### src/rtl/fetch_queue_if.sv
// Fetch-queue bus: instruction-memory request/response, redirect, and decode handshake.
// master = fetch_queue side, slave = memory/decode/execute side.
interface fetch_queue_if;
  logic        imem_en;
  logic [31:0] imem_addr;
  logic [31:0] imem_data;
  logic        redirect;
  logic [31:0] redirect_addr;
  logic        out_valid;
  logic        out_ready;
  logic [31:0] out_pc;
  logic [31:0] out_ir;

  modport master (
    output imem_en, imem_addr, out_valid, out_pc, out_ir,
    input  imem_data, redirect, redirect_addr, out_ready
  );

  modport slave (
    input  imem_en, imem_addr, out_valid, out_pc, out_ir,
    output imem_data, redirect, redirect_addr, out_ready
  );
endinterface

### src/rtl/fetch_queue.sv
// Instruction-fetch stage with a DEPTH-entry {PC, IR} prefetch FIFO and redirect flush.
// Optional macro FETCHQ_BYPASS_EN: empty-queue responses go straight to the output.
module fetch_queue #(
  parameter int unsigned DEPTH    = 4,
  parameter logic [31:0] RESET_PC = 32'h0
) (
  input logic          clk,
  input logic          resetn,
  fetch_queue_if.master bus
);
  localparam int AW = $clog2(DEPTH);

  typedef struct packed {
    logic [31:0] pc;
    logic [31:0] ir;
  } entry_t;

  entry_t        mem [DEPTH];
  logic [AW-1:0] rd_ptr, wr_ptr;
  logic [AW:0]   count;
  logic [31:0]   f_pc, req_pc;
  logic          inflight;

  logic          push, pop, head_vld, bypass, wr_en, rd_en;
  logic [AW+1:0] occ;
  entry_t        head;
  logic          unused_addr_bits;

  assign unused_addr_bits = &{1'b0, bus.redirect_addr[1:0]};

  assign push     = inflight & ~bus.redirect;
  assign head_vld = (count != '0);

`ifdef FETCHQ_BYPASS_EN
  assign bypass = ~head_vld & push;
`else
  assign bypass = 1'b0;
`endif

  always_comb begin
    head = '0;
    if (head_vld)    head = mem[rd_ptr];
    else if (bypass) head = '{pc: req_pc, ir: bus.imem_data};
  end

  assign bus.out_valid = head_vld | bypass;
  assign bus.out_pc    = head.pc;
  assign bus.out_ir    = head.ir;

  assign pop   = bus.out_valid & bus.out_ready;
  // A bypassed entry consumed in the same cycle never touches the FIFO.
  assign wr_en = push & ~(bypass & bus.out_ready);
  assign rd_en = pop & head_vld;

  // Credit: slots committed after this edge, counting the in-flight response.
  assign occ          = {1'b0, count} + (AW+2)'(inflight) - (AW+2)'(pop);
  assign bus.imem_en  = resetn & ~bus.redirect & (occ < (AW+2)'(DEPTH));
  assign bus.imem_addr = f_pc;

  always_ff @(posedge clk) begin
    if (wr_en) mem[wr_ptr] <= '{pc: req_pc, ir: bus.imem_data};
  end

  always_ff @(posedge clk or negedge resetn) begin
    if (!resetn) begin
      f_pc     <= RESET_PC;
      req_pc   <= '0;
      inflight <= 1'b0;
      rd_ptr   <= '0;
      wr_ptr   <= '0;
      count    <= '0;
    end else if (bus.redirect) begin
      f_pc     <= {bus.redirect_addr[31:2], 2'b00};
      inflight <= 1'b0;
      rd_ptr   <= '0;
      wr_ptr   <= '0;
      count    <= '0;
    end else begin
      if (wr_en) wr_ptr <= wr_ptr + AW'(1);
      if (rd_en) rd_ptr <= rd_ptr + AW'(1);
      count    <= count + (AW+1)'(wr_en) - (AW+1)'(rd_en);
      inflight <= bus.imem_en;
      if (bus.imem_en) begin
        f_pc   <= f_pc + 32'd4;
        req_pc <= f_pc;
      end
    end
  end
endmodule

### src/flat_wrapper.sv
// flat-port wrapper written by rule: the top's interface ports become plain ports
module fetch_queue_flat 
#(
  parameter int unsigned DEPTH    = 4,
  parameter logic [31:0] RESET_PC = 32'h0
)
  (clk, resetn, bus_imem_en, bus_imem_addr, bus_out_valid, bus_out_pc, bus_out_ir, bus_imem_data, bus_redirect, bus_redirect_addr, bus_out_ready);
  fetch_queue_if bus_i ();
  input logic clk;
  input logic resetn;
  output wire logic [$bits(bus_i.imem_en)-1:0] bus_imem_en;
  output wire logic [$bits(bus_i.imem_addr)-1:0] bus_imem_addr;
  output wire logic [$bits(bus_i.out_valid)-1:0] bus_out_valid;
  output wire logic [$bits(bus_i.out_pc)-1:0] bus_out_pc;
  output wire logic [$bits(bus_i.out_ir)-1:0] bus_out_ir;
  input wire logic [$bits(bus_i.imem_data)-1:0] bus_imem_data;
  input wire logic [$bits(bus_i.redirect)-1:0] bus_redirect;
  input wire logic [$bits(bus_i.redirect_addr)-1:0] bus_redirect_addr;
  input wire logic [$bits(bus_i.out_ready)-1:0] bus_out_ready;
  assign bus_imem_en = bus_i.imem_en;
  assign bus_imem_addr = bus_i.imem_addr;
  assign bus_out_valid = bus_i.out_valid;
  assign bus_out_pc = bus_i.out_pc;
  assign bus_out_ir = bus_i.out_ir;
  assign bus_i.imem_data = bus_imem_data;
  assign bus_i.redirect = bus_redirect;
  assign bus_i.redirect_addr = bus_redirect_addr;
  assign bus_i.out_ready = bus_out_ready;
  fetch_queue #(.DEPTH(DEPTH), .RESET_PC(RESET_PC)) u_core (.clk(clk), .resetn(resetn), .bus(bus_i));
endmodule
### config.mk
export PLATFORM = sky130hd
export DESIGN_NAME = fetch_queue_flat
export DESIGN_NICKNAME = d
export VERILOG_FILES = /design/src/rtl/fetch_queue_if.sv /design/src/rtl/fetch_queue.sv /design/src/flat_wrapper.sv
export SDC_FILE = /design/constraint.sdc
export NUM_CORES = 1
export LEC_CHECK = 0
export BUFFER_PORTS_ARGS = -buffer_cell sky130_fd_sc_hd__buf_2
export CAP_MARGIN = 20
export CORE_UTILIZATION = 40
export DETAILED_ROUTE_END_ITERATION = 8
export GPL_ROUTABILITY_DRIVEN = 0
export GPL_TIMING_DRIVEN = 0
export PLACE_DENSITY_LB_ADDON = 0.08
export SETUP_SLACK_MARGIN = 0.02
export SYNTH_ARGS = -nofsm -noshare
export SYNTH_HDL_FRONTEND = slang
export SYNTH_SLANG_ARGS = --single-unit
### constraint.sdc
create_clock -name clk -period 4.16 [get_ports clk]
set_input_delay 1.248 -clock clk [delete_from_list [all_inputs] [get_ports clk]]
set_output_delay 1.248 -clock clk [all_outputs]
set_load 0.05 [all_outputs]
==> results_dict.tcl, run 1 <==
set metrics [dict create \
    status "completed" \
    drc 0 \
    start_util_pct 40.6 \
    synthToLayoutAreaGrowth_pct 21.0 \
    hold_viol_final 0 \
    grtUsageTotal_pct 17.6 \
    fin_skew_ns 0.0104 \
    avgRoutedWirePerCell_um 20.7 \
    clk_latency_ns 0.50 \
    min_from "u_core.req_pc[22]" \
    ctsHtreeMaxLevel 2 \
    yosysSeqAreaShare_pct 71.5 \
    synthMuxAreaShare_pct 14.6 \
    p_leak_nw 5.56 \
    wirelength_um 27900 \
    synthCells 706 \
    synth_xor_area_share_pct 1.44 \
    avgViaCountPerCell 5.25 \
    clkTransAtPathRegs_ns 0.06 \
    slowest_stage "ha_1" \
    synth.avg_cell_area_um2 18.1 \
    fp.dieArea_mm2 0.0327 \
    slew_violations 0 \
    synth_enable_flop_cells 248 \
    io_buffers 159 \
    setup_viol 0 \
    grt_pass1_wl_um 43900 \
    vias 7057 \
    min_period_ns 4.07 \
    max_freq_mhz 246 \
    synthArstFlopShare_pct 21.5 \
    setup_ws_ns 0.0900 \
    drv_cap 0 \
    slowest_delay_ns 0.26 \
    hold_class "reg2reg" \
    utilization_pct 49.1 \
    nets 995 \
    seqCellArea_mm2 0.00915 \
    layout_commonest_cell "edfxtp_1" \
    rsz0062_at_grt "yes" \
    dp_slack_ns -0.785 \
    cts_sinks 316 \
    critPathRequiredTime_ns 2.91 \
    die-height_um 181 \
    root_buffer "clkbuf_16" \
    nFillCells 2739 \
    grt_pass1_vias 7673 \
    timing.rr.start "u_core.count[0]" \
    cp.arrival_ns 2.82 \
    ys_seq_elements 316 \
    row_count 65 \
    synth_warnings 0 \
    p_total_w 0.0107 \
    crit_start "bus_out_ready" \
    grt_antenna_before_repair 1 \
    ant_nets 0 \
    synth_compound_area_share_pct 2.61 \
    synth_top_family_by_area "multiplexers" \
    synthAdderAreaFrac_pct 1.04 \
    cts_tree "built" \
    synthSimpleGateAreaFrac_pct 6.98 \
    tightest_slew_ns 0.699 \
    yosysUniqueCellTypes 46 \
    grt_max_degree 61 \
    stdcell_count 1343 \
    netlist_area_mm2 0.0128 \
    core_mm2 0.0316 \
    fin_crit_sh_pct 97.8 \
    end_kind "primary output" \
    first_pass_iters 7 \
    dp_hpwl_um 18100 \
    multi_input_area_mm2 0.00348 \
    most-common-layout-cells "edfxtp_1, buf_2, dfrtp_1" \
    clockBufferDepth 3 \
    crit_fanout 2 \
    drive_above_1_share_pct 37.6 \
    ioPinCount 166 \
    dp.cells 1275 \
    n_antenna_cell 0 \
    grt.overflow.total 0 \
    worstSetupPathType "in2out" \
    die_x_um 181 \
    start_kind "primary input" \
    numCtsBuffers 35 \
    max_slew_margin_pct 53.4 \
    worstPathCellList "buf_2, and2_4, ha_4, inv_1, ha_1, nand3b_1, and4_1, buf_6, nor2_4, nor2_4, buf_12, buf_12" \
    drtIter0Drc 386 \
    synth_flop_cell "edfxtp_1" \
    ir_drop_v 0.000273 \
    power.density_mw_per_mm2 688 \
]
cell type report:
type	instances	share of cell area, %
timing repair buffer	173	6.48
buffer	39	1.32
tap	402	3.25
inverter	12	0.291
clock buffer	49	6.46
multi-input combinational	340	22.4
sequential	316	59.1
clock inverter	12	0.703
synthesized netlist by cell type (9+ instances only):
master	number	area share, %
a31oi_1	11	0.54
edfxtp_1	248	58
inv_1	11	0.32
dfrtp_1	68	13
nor2_1	23	0.67
xnor2_1	12	0.82
clkbuf_1	25	0.73
xor2_1	9	0.62
mux2_2	40	3.5
o21ai_0	12	0.47
ha_1	9	0.88
nand2_1	15	0.44
buf_2	10	0.39
and2_1	68	3.3
mux4_2	62	11
through the flow:
stage	hold slack, ns	area, µm²	TNS, ns
finish	0.514	15500	0
CTS	0.516	15500	0
floorplan	0.472	12800	0
global placement	0.489	14100	-260.61
detailed placement	0.502	14200	-0.785
global route	0.532	15500	0
critical path: cells and delay by family:
family / cells / cell delay, ns
simple gates: 5 / 0.68
fa+ha+maj: 2 / 0.40
buf+inv: 5 / 0.50
cells by family (layout without fill, tap and decap cells):
logic type | Yosys count | count (layout)
simple gates | 152 | 152
fa+ha+maj | 10 | 10
mux | 104 | 104
flops | 316 | 316
other cells | 1 | 4
buf+inv | 53 | 285
xor+xnor | 21 | 21
compound gates | 49 | 49
registers in the layout, indices dropped and copies added, names as in the netlist:
name / flops
u_core.req_pc: 30
u_core.mem: 248
u_core.rd_ptr: 2
u_core.count: 3
u_core.bus.imem_addr: 30
u_core.inflight: 1
u_core.wr_ptr: 2
power breakdown:
group,leakage (nW),internal (W),switching (W)
Sequential,3.05,0.00389,0.000315
Combinational,1.97,0.00117,0.00231
Clock,0.546,0.00180,0.00117
Total,5.56,0.00685,0.00380
final timing paths:
path,cells past startpoint,slack (ns),to
min in group asynchronous,1,0.59,u_core.req_pc[19]
max reg2reg,13,0.98,u_core.bus.imem_addr[30]
min reg2reg,0,0.51,u_core.mem[0][54]
max,12,0.09,bus_imem_en
max in group asynchronous,2,3.03,u_core.req_pc[6]
min,0,0.51,u_core.mem[0][54]
routing by layer:
metal	global-route usage, %	share of wire (%)	routed length (µm)
met2	29.9	50	13900
met1	23.0	43	11900
met3	3.47	5.7	1590
met4	4.65	1.7	474
met5	0	0.039	11
what timing repair did:
action                     in CTS  in global routing
hold buffers                    0                  0
gates resized for setup        16                  2
buffers inserted                5                  4
setup endpoints to repair      35                  5
pin swaps                       5                  4
Note: power is estimated with default switching activity, not from simulation.
==> inputs of run 2 (changes only) <==
CORE_UTILIZATION = 52   (was 40)
==> results_dict.tcl, run 2 (same netlist as run 1, synthesis figures left out) <==
set metrics [dict create \
    drv_cap 0 \
    die_x_um 159 \
    avgViaCountPerCell 5.61 \
    critPathRequiredTime_ns 2.91 \
    first_pass_iters 4 \
    worst_hold_slack_ns 0.513 \
    setup_tns_ns 0 \
    max_freq_mhz 243 \
    most-common-layout-cells "edfxtp_1, buf_2, dfrtp_1" \
    tightest_slew_ns 0.665 \
    clockBufferDepth 3 \
    ioPinCount 166 \
    grt_max_degree 71 \
    cp.arrival_ns 2.87 \
    nets 989 \
    avgRoutedWirePerCell_um 20.6 \
    drive_above_1_share_pct 37.4 \
    ctsHtreeMaxLevel 1 \
    utilization_pct 63.0 \
    ctsHoldBuffers 0 \
    ant_nets 0 \
    place_area_mm2 0.0141 \
    layout_commonest_cell "edfxtp_1" \
    hold_viol_final 0 \
    slowest_delay_ns 0.34 \
    slowest_stage "a21oi_4" \
    ir_drop_v 0.000317 \
    hold_class "reg2reg" \
    die-height_um 159 \
    row_count 57 \
    end_kind "primary output" \
    worstPathCellList "buf_2, and2_4, ha_4, inv_2, ha_4, nand3b_1, a21oi_4, nor2_4, nor2_4, buf_12, buf_12" \
    drc 0 \
    clkTransAtPathRegs_ns 0.06 \
    fin_crit_sh_pct 98.9 \
    rsz0062_at_grt "yes" \
    synthToLayoutAreaGrowth_pct 19.4 \
    power.density_mw_per_mm2 678 \
    root_buffer "clkbuf_16" \
    vias 7065 \
    slew_violations 0 \
    min_period_ns 4.11 \
    crit_fanout 8 \
    grt_pass1_wl_um 41000 \
    fp.dieArea_mm2 0.0252 \
    largest_reg_flops 248 \
    stdcell_area_mm2 0.0153 \
    worstSetupPathType "in2out" \
    grt_antenna_before_repair 1 \
    clk_latency_ns 0.55 \
    drtIter0Drc 457 \
    dp_hpwl_um 16500 \
    largest_register "u_core.mem" \
    grt.overflow.total 0 \
    core_mm2 0.0242 \
    setup_viol 0 \
    grt_pass1_vias 7380 \
    max_slew_margin_pct 55.7 \
    cts_sinks 316 \
    status "completed" \
    start_kind "primary input" \
    grtUsageTotal_pct 21.0 \
    io_buffers 159 \
    numCtsBuffers 31 \
    start_util_pct 52.8 \
    cts_tree "built" \
    wirelength_um 26000 \
    p_leak_nw 5.49 \
    fin_skew_ns 0.0129 \
]
run 2: metrics by stage:
| stage | setup slack, ns | instances | total power (W) |
|---|---|---|---|
| floorplan | 0.0232 | 709 | 0.00677 |
| global placement | -1.29 | 1192 | 0.00758 |
| detailed placement | -0.787 | 1196 | 0.00766 |
| CTS | 0.00115 | 1257 | 0.0104 |
| global route | -0.0464 | 1259 | 0.0108 |
| finish | 0.0464 | 1260 | 0.0104 |
run 2: power by group:
| group | internal, W | switching, W | total [W] | leakage [nW] |
|---|---|---|---|---|
| Combinational | 0.00117 | 0.00231 | 0.00348 | 1.96 |
| Sequential | 0.00389 | 0.000312 | 0.00420 | 3.05 |
| Clock | 0.00159 | 0.00110 | 0.00269 | 0.488 |
| Total | 0.00664 | 0.00372 | 0.0104 | 5.49 |
run 2: critical path, delay by kind of cell:
| kind | cells | cell delay (ns) |
|---|---|---|
| AO/OA/AOI/OAI | 1 | 0.34 |
| buffers and inverters | 4 | 0.39 |
| adder cells (fa/ha/maj) | 2 | 0.40 |
| AND/OR/NAND/NOR | 4 | 0.49 |
run 2: layer usage:
metal	vias to the layer above	share of wire, %	global-route usage, %
li1	3177	-	-
met1	3601	44	29.3
met2	247	49	34.6
met3	40	5.9	3.74
met4	0	1.8	5.55
met5	-	0	0
run 2: final cells by class:
class | instances | area [µm²]
sequential | 316 | 9150
fill | 1793 | 8970
buffer | 39 | 203
multi-input combinational | 340 | 3490
tap | 324 | 405
clock inverter | 7 | 60.1
timing repair buffer | 171 | 990
antenna | 1 | 2.50
inverter | 12 | 45.0
clock buffer | 50 | 937
run 2: path summary, 6_finish.rpt:
kind / startpoint / to / slack (ns) / depth (start not counted)
min: u_core.req_pc[22] / u_core.mem[1][54] / 0.51 / 0
max: bus_out_ready / bus_imem_en / 0.05 / 11
max reg2reg: u_core.count[1] / u_core.bus.imem_addr[30] / 0.94 / 13
max in group asynchronous: resetn / u_core.bus.imem_addr[8] / 3.03 / 1
min in group asynchronous: resetn / u_core.bus.imem_addr[16] / 0.69 / 1
min reg2reg: u_core.req_pc[22] / u_core.mem[1][54] / 0.51 / 0
run 2: repair_timing:
| action | CTS | global route |
|---|---|---|
| buffers inserted | 6 | 2 |
| pin swaps | 5 | 6 |
| endpoints found under the setup margin | 13 | 1 |
| gates resized for setup | 17 | 3 |
==> inputs of run 3 (changes only) <==
ABC_AREA = 1   (was not set)
==> results_dict.tcl, run 3 <==
set metrics [dict create \
    first_pass_iters 5 \
    critPathBufInv 5 \
    p_comb_share_pct 37.1 \
    dp_hpwl_um 22000 \
    grt_max_degree 70 \
    ir_drop_v 0.000414 \
    max_slew_margin_pct 55.9 \
    ctsHoldBuffers 0 \
    grtUsageTotal_pct 25.5 \
    crit_start "bus_out_ready" \
    synthCells 1309 \
    ctsHtreeMaxLevel 2 \
    cp_common_cell "nand2_1" \
    status "completed" \
    cts_tree "built" \
    drive_above_1_share_pct 17.5 \
    stdcell_count 1872 \
    max_freq_mhz 249 \
    yosysSeqAreaShare_pct 67.6 \
    grt_antenna_before_repair 0 \
    synth_flop_cell "edfxtp_1" \
    r2r_setup_slack_ns 1.54 \
    die_x_um 163 \
    yosysUniqueCellTypes 30 \
    netlist_area_mm2 0.0135 \
    path_depth 13 \
    nFillCells 2108 \
    clkTransAtPathRegs_ns 0.05 \
    hold_class "reg2reg" \
    ant_nets 0 \
    synth_top_area_share_pct 55.0 \
    core_mm2 0.0253 \
    grt.overflow.total 0 \
    fp.dieArea_mm2 0.0267 \
    crit_fanout 3 \
    wirelength_um 33300 \
    synth.most_common_cell "nor2_1" \
    end_kind "primary output" \
    synth_top_area_cell "edfxtp_1" \
    p_int_w 0.00646 \
    numCtsBuffers 34 \
    synth_warnings 0 \
    clk_latency_ns 0.51 \
    worstPathCellList "buf_2, nand2_1, inv_2, ha_4, inv_1, ha_1, nand3_1, nand2_1, nand2_1, nand3_2, nor2_4, buf_8, buf_8" \
    synthToLayoutAreaGrowth_pct 18.4 \
    crit_path_end "bus_imem_en" \
    drv_cap 0 \
    worstReg2RegEnd "u_core.bus.imem_addr[8]" \
    power.density_mw_per_mm2 697 \
    synth.avg_cell_area_um2 10.3 \
    ys_seq_elements 316 \
    drc 0 \
    vias 9970 \
    cp.arrival_ns 2.77 \
    swShare_pct 42.2 \
    grt_pass1_wl_um 51200 \
    setup_viol 0 \
    synth_enable_flop_cells 248 \
    fin_crit_sh_pct 96.6 \
    tightest_slew_ns 0.660 \
    slowest_delay_ns 0.29 \
    worstHoldPathCells 0 \
    nets 1597 \
    row_count 58 \
    worstSetupPathType "in2out" \
    avgRoutedWirePerCell_um 17.8 \
    most-common-layout-cells "nor2_1, edfxtp_1, nand2_1" \
    p_leak_nw 6.39 \
    grt_pass1_vias 9449 \
    path_delay_family "simple AND/OR/NAND/NOR gates" \
    n_antenna_cell 0 \
    io_buffers 159 \
    rsz0062_at_grt "no" \
    critPathRequiredTime_ns 2.91 \
    utilization_pct 63.3 \
    dp.cells 1809 \
    avgViaCountPerCell 5.33 \
    p_sw_w 0.00471 \
    layout_commonest_cell "nor2_1" \
    fin_skew_ns 0.0102 \
    power_frac_clock_pct 24.6 \
    drtIter0Drc 860 \
    synthArstFlopShare_pct 21.5 \
    hold_viol_final 0 \
    cts_sinks 316 \
    timing.rr.start "u_core.count[2]" \
    slowest_stage "ha_1" \
    pwr-share-seq_pct 38.2 \
    min_period_ns 4.02 \
    ioPinCount 166 \
    slew_violations 0 \
    largest_reg_flops 248 \
    root_buffer "clkbuf_16" \
    clockBufferDepth 3 \
    start_kind "primary input" \
    synthTopCellsByArea "edfxtp_1, dfrtp_1, nor2_1" \
    start_util_pct 53.4 \
    die-height_um 163 \
    synth_commonest_cells "nor2_1, edfxtp_1, nand2_1" \
    worst_r2r_path_depth 18 \
    largest_register "u_core.mem" \
]
[run 3: cell count changes after synthesis, sizes merged, moves of 61 or more]
cell   change
nor2     +288
nand2    +215
nand3     +61
a21oi     +72
mux4      -62
and2      -68
o21ai    +151
[run 3: cell families after synthesis]
kind of cell / after synthesis / share of synthesized area (%)
compound gates: 242 / 9.02
fa+ha+maj: 10 / 0.980
buf+inv: 123 / 3.99
flops: 316 / 67.6
other cells: 1 / 0.0277
simple gates: 617 / 18.4
[run 3: per-layer routing]
metal / track usage, % / vias up / routed length (µm)
met3: 3.63 / 55 / 2250
met2: 41.9 / 394 / 15800
met1: 35.4 / 4683 / 14600
li1: - / 4838 / -
met4: 7.14 / 0 / 734
met5: 0 / - / 0
[run 3: power by group through the flow]
stage	logic (W)	clock network [W]	registers, W
5_1_grt	0.00449	0.00292	0.00432
6_report	0.00415	0.00275	0.00427
4_1_cts	0.00415	0.00280	0.00426
3_3_place_gp	0.00404	0	0.00433
2_1_floorplan	0.00268	0	0.00452
3_5_place_dp	0.00411	0	0.00432
[run 3: repair_timing]
item,in CTS,in global routing
pin swaps,1,1
endpoints found under the setup margin,1,1
gates resized for setup,6,3
buffers inserted,1,3
[run 3: how the worst min path moves through the flow]
stage / end / from
floorplan: u_core.mem[0][35] / u_core.req_pc[3]
global placement: u_core.mem[2][47] / u_core.req_pc[15]
detailed placement: u_core.mem[1][43] / u_core.req_pc[11]
CTS: u_core.mem[1][41] / u_core.req_pc[9]
global route: u_core.mem[3][57] / u_core.req_pc[25]
finish: u_core.mem[2][44] / u_core.req_pc[12]
[run 3: area by class of cell]
class	instances	area (µm²)	share of cell area, %
clock inverter	11	78.8	0.492
sequential	316	9150	57.1
inverter	55	206	1.29
buffer	68	337	2.10
timing repair buffer	171	1020	6.35
tap	330	413	2.58
clock buffer	48	925	5.77
multi-input combinational	873	3900	24.3
[run 3: per-stage QoR]
stage | hold slack (ns) | total power [W] | setup WS, ns | instance area (µm²) | setup TNS [ns]
6_report | 0.523 | 0.0112 | 0.140 | 16000 | 0
5_1_grt | 0.537 | 0.0117 | 0.0273 | 16000 | 0
4_1_cts | 0.519 | 0.0112 | 0.0219 | 16000 | 0
3_5_place_dp | 0.504 | 0.00844 | -0.355 | 15000 | -0.355
3_3_place_gp | 0.499 | 0.00836 | -3.07 | 14800 | -752.06
2_1_floorplan | 0.476 | 0.00720 | -0.624 | 13500 | -154.82
